===== src/rtl/uart_tx_fifo.sv =====
// Buffered UART transmit port: bus writes fill a byte FIFO that drains over the uart sendReq/ready handshake.
// Bus completes in one cycle; writes to a full FIFO are dropped and flag overflow; each sent byte waits for uart ready.
module uart_tx_fifo #(
  parameter int DEPTH   = 16,
  parameter int HOLDOFF = 2
) (
  input  logic        clk,
  input  logic        reset,
  input  logic        bus_valid,
  input  logic        bus_write,
  input  logic        bus_addr,
  input  logic [7:0]  bus_wdata,
  output logic [31:0] bus_rdata,
  output logic        bus_ready,
  output logic [7:0]  tx_data,
  output logic        tx_send,
  input  logic        tx_ready,
  output logic        fifo_empty
);

  localparam int AW = $clog2(DEPTH);
  localparam int CW = AW + 1;

  typedef enum logic [1:0] {IDLE, SEND, HOLD, WAIT} state_t;

  state_t        state, state_nxt;
  logic [7:0]    mem [DEPTH];
  logic [AW-1:0] wr_ptr, rd_ptr;
  logic [CW-1:0] count;
  logic [3:0]    hold_cnt;
  logic          overflow;
  logic          full, empty;
  logic          data_wr, stat_wr, push, pop;
  logic [31:0]   status;

  assign empty      = (count == '0);
  assign full       = (count == CW'(DEPTH));
  assign fifo_empty = empty;

  // Full is judged on the registered count, so a same-cycle pop never rescues a write.
  assign data_wr = bus_valid & bus_write & ~bus_addr;
  assign stat_wr = bus_valid & bus_write & bus_addr;
  assign push    = data_wr & ~full;
  assign pop     = (state == IDLE) & ~empty & tx_ready;

  assign status = {16'h0, 8'(count), 4'h0, overflow, full, empty, empty & (state == IDLE)};

  always_ff @(posedge clk) begin
    if (push) mem[wr_ptr] <= bus_wdata;
  end

  always_ff @(posedge clk or posedge reset) begin
    if (reset) begin
      wr_ptr   <= '0;
      rd_ptr   <= '0;
      count    <= '0;
      overflow <= 1'b0;
    end else begin
      if (push) wr_ptr <= wr_ptr + AW'(1);
      if (pop)  rd_ptr <= rd_ptr + AW'(1);
      case ({push, pop})
        2'b10:   count <= count + CW'(1);
        2'b01:   count <= count - CW'(1);
        default: count <= count;
      endcase
      if (data_wr && full)
        overflow <= 1'b1;
      else if (stat_wr && bus_wdata[3])
        overflow <= 1'b0;
    end
  end

  always_ff @(posedge clk or posedge reset) begin
    if (reset) begin
      bus_ready <= 1'b0;
      bus_rdata <= 32'h0;
    end else begin
      bus_ready <= bus_valid;
      if (bus_valid && !bus_write)
        bus_rdata <= bus_addr ? status : 32'h0;
    end
  end

  // Drain FSM: state register
  always_ff @(posedge clk or posedge reset) begin
    if (reset) state <= IDLE;
    else       state <= state_nxt;
  end

  always_comb begin
    state_nxt = state;
    case (state)
      IDLE:    if (pop) state_nxt = SEND;
      SEND:    state_nxt = HOLD;
      HOLD:    if (hold_cnt <= 4'd1) state_nxt = WAIT;
      WAIT:    if (tx_ready) state_nxt = IDLE;
      default: state_nxt = IDLE;
    endcase
  end

  always_comb begin
    tx_send = (state == SEND);
  end

  // HOLD lasts HOLDOFF cycles, masking the uart's late ready drop.
  always_ff @(posedge clk or posedge reset) begin
    if (reset) begin
      hold_cnt <= '0;
      tx_data  <= 8'h0;
    end else begin
      if (pop) tx_data <= mem[rd_ptr];
      if (state == SEND)
        hold_cnt <= 4'(HOLDOFF);
      else if (state == HOLD && hold_cnt != '0)
        hold_cnt <= hold_cnt - 4'd1;
    end
  end

endmodule


===== config.mk =====
export PLATFORM = sky130hd
export DESIGN_NAME = uart_tx_fifo
export DESIGN_NICKNAME = d
export VERILOG_FILES = /design/src/rtl/uart_tx_fifo.sv
export SDC_FILE = /design/constraint.sdc
export NUM_CORES = 1
export LEC_CHECK = 0
export CORE_MARGIN = 1
export CORE_UTILIZATION = 55
export CTS_BUF_LIST = sky130_fd_sc_hd__clkbuf_8
export DETAILED_ROUTE_END_ITERATION = 8
export PLACE_DENSITY = 0.8
export REMOVE_ABC_BUFFERS = 1
export SLEW_MARGIN = 0
export SYNTH_ARGS = -nofsm -noshare
export SYNTH_HDL_FRONTEND = slang
export SYNTH_SLANG_ARGS = --single-unit
export TNS_END_PERCENT = 100

===== constraint.sdc =====
create_clock -name clk -period 3.85 [get_ports clk]
set_clock_uncertainty 0.1 [all_clocks]
set_input_delay 0.385 -clock clk [delete_from_list [all_inputs] [get_ports clk]]
set_output_delay 0.385 -clock clk [all_outputs]
set_load 0.1 [all_outputs]

==> impl_metrics.yaml <==
synth:
  synth-edff-count: 128
  ys_ff_latch: 166
  synth_area_mm2: 0.007159
  synthArstFlopShare_pct: 22.89
  synth_area_leader_cell: "edfxtp_1"
  ys_warn_count: 0
  yosys.area.top_type_share_pct: 53.69
  ys.flop_type: "edfxtp_1"
  synthTopCellsByArea: "edfxtp_1 (54%), dfrtp_1 (13%), mux4_2 (7.5%)"
  avgSynthCellArea_um2: 16.53
  ys_seq_area_share_pct: 66.97
  ys_types: 46
  syn_inst: 433
detailed_routing:
  drt-initial-drc-count: 239
  routed_wl_um: 12990
  drt_drc_violations_left: 0
  wl_per_cell_um: 19.65
  viasPerCell: 5.631
  first_pass_iters: 4
  ant_nets: 0
  via_count: 3722
grt:
  grt_usage_pct: 21.22
  grt_pass1_wl_um: 19980
  grt_remaining_overflow: 0
  grt_pass1_vias: 3698
  antenna_found_initial: 0
  grt_max_degree: 28
placed_design:
  port_buffers: 33
  gp_congestion: 0.7807
  place_hpwl_um: 8496
  place_area_mm2: 0.007587
finish:
  final_nets: 506
  fill_cells: 908
  areaGrowthSynthToFinish_pct: 11.92
  drive_gt1_share_pct: 17.59
  insertedDiodeCount: 0
  design_area_mm2: 0.008013
  fin_util_pct: 63.24
sta:
  final_hold_viol_count: 0
  slew_headroom_pct: 28.60
  tightestPinTransition_ns: 1.070
  fin_crit_ns: 2.907
  max_freq_ghz: 0.3440
  holdWs_ns: 0.3756
  rsz0062_at_grt: "false"
  finalSetupViolations: 0
  slew_violations: 0
  fin_crit_sh_pct: 75.50
  setup_tns_ns: 0
critical_path:
  crit_arrival_ns: 3.15
  cp_max_fo: 10
  worstPathCellList: "nor4_4, a211oi_4, inv_2, ha_1, xor2_1, ha_1, o211a_1, o31ai_1, a31oi_1, xnor2_1"
  critPathMaxStageDelay_ns: 0.58
  critPathLaunchType: "register"
  endpoint_kind: "register"
  cp_data_required_time_ns: 4.09
  slowest_stage: "dfrtp_1"
  rr_worst_depth: 10
  crit_type: "register to register"
  crit_top_cell: "ha_1"
cts:
  clk_latency_ns: 0.45
  clkTransAtPathRegs_ns: 0.09
  cts_setup_buffers: 0
  cts_sinks: 166
  cts_resized: 0
  cts-root-buf: "clkbuf_8"
  cts_hold_buf: 0
  clockBufferDepth: 2
  tritoncts: "built"
  cts.htree.levels: 4
  numCtsBuffers: 17
pwr:
  ir_drop_uv: 532.3
  p_total_mw: 5.715
  power_density_mw_per_mm2: 713.2
  p_leak_nw: 2.924
flow_run:
  drv_cap: 0
hold_path:
  hold_path_class: "primary input to register"
  hold_depth: 1
die:
  start_util_pct: 56.50
  die_area_mm2: 0.01348
  fp-row-count: 41
  core_area_mm2: 0.01267
  io_pins: 57
  die_y_um: 116.1
  chipWidth_um: 116.1
run_status:
  outcome: "finished, final reports clean"
metal layers:
metal | track usage [%] | vias up | wire [µm] | part of all wire (%)
li1 | - | 1671 | - | -
met2 | 35.87 | 109 | 6800 | 52
met5 | 0 | - | 0 | 0
met3 | 4.930 | 24 | 739 | 5.7
met1 | 26.58 | 1918 | 5191 | 40
met4 | 8.803 | 0 | 256 | 2.0
path summary, 6_finish.rpt:
path | from | end | slack (ns)
max | count[2] | count[4] | 0.94
min | bus_valid | bus_ready | 0.38
max reg2reg | count[2] | count[4] | 0.94
min reg2reg | tx_data[2] | tx_data[2] | 0.39
max in group asynchronous | reset | bus_rdata[3] | 2.46
min in group asynchronous | reset | tx_data[0] | 0.41
stage by stage:
step | std cells | setup slack, ns
2_1_floorplan | 410 | 0.9535
3_3_place_gp | 629 | 0.7284
3_5_place_dp | 629 | 0.6213
4_1_cts | 661 | 0.9419
5_1_grt | 661 | 0.7178
6_report | 661 | 0.9434
where the power goes:
| part | total [mW] | switching [mW] | internal (mW) | leakage (nW) |
|---|---|---|---|---|
| Combinational | 1.96 | 1.16 | 0.800 | 1.08 |
| Clock | 1.30 | 0.611 | 0.693 | 0.222 |
| Sequential | 2.45 | 0.336 | 2.12 | 1.62 |
| Total | 5.71 | 2.11 | 3.61 | 2.92 |
synth_stat cells (all sizes together), types with 7 or more instances:
cell      n
nand2    33
edfxtp  128
mux4     32
ha       16
clkbuf    8
o21ai    20
xnor2     9
nand3     7
buf      37
and2      8
mux2i    14
mux2      8
dfrtp    38
nor2     13
inv      15
cells in the final DEF, fill, tap and decap left out, drive strengths merged, types with 2 or more instances in the layout:
cell type / n
and2: 8
clkbuf: 20
nand4: 2
nor3: 2
xor2: 5
nor2b: 3
inv: 19
dfrtp: 38
xnor2: 9
mux2: 8
buf: 15
a22o: 2
a21oi: 5
o21ai: 20
a211o: 3
nand2: 33
nor3b: 4
nor2: 13
mux4: 32
a21o: 2
nor4: 5
bufinv: 3
clkinv: 4
ha: 16
edfxtp: 128
conb: 23
nand3: 7
mux2i: 14
clkdlybuf4s50: 32
nand2b: 2
final cells by class:
type	instances	area, µm²	area share [%]
clock buffer	20	275.3	3.435
clock inverter	12	150.1	1.874
tap	172	215.2	2.686
timing repair buffer	47	432.9	5.403
sequential	166	4796	59.85
inverter	15	56.30	0.7027
multi-input combinational	229	2087	26.05
cells by family after synthesis:
| group | share of synthesized area, % |
|---|---|
| muxes | 13.70 |
| other | 0.05238 |
| DFF | 66.97 |
| buffers and inverters | 5.295 |
| adders and majority gates | 2.796 |
| xor gates and xnor gates | 1.713 |
| AOI/OAI and AO/OA | 3.635 |
| and+or+nand+nor | 5.837 |
flip-flops by register name, indices dropped and copies added (netlist names):
| register | flops |
|---|---|
| bus_ready | 1 |
| count | 5 |
| hold_cnt | 4 |
| mem | 128 |
| bus_rdata | 9 |
| tx_data | 8 |
| state | 2 |
| wr_ptr | 4 |
| rd_ptr | 4 |
| overflow | 1 |
critical path: cells and delay by family (launching register included):
family	cells	cell delay (ns)
compound gates	4	0.92
xor+xnor	2	0.34
fa+ha+maj	2	0.59
buf+inv	1	0.17
flops	1	0.58
simple gates	1	0.11
Note: power is estimated with default switching activity, not from simulation.
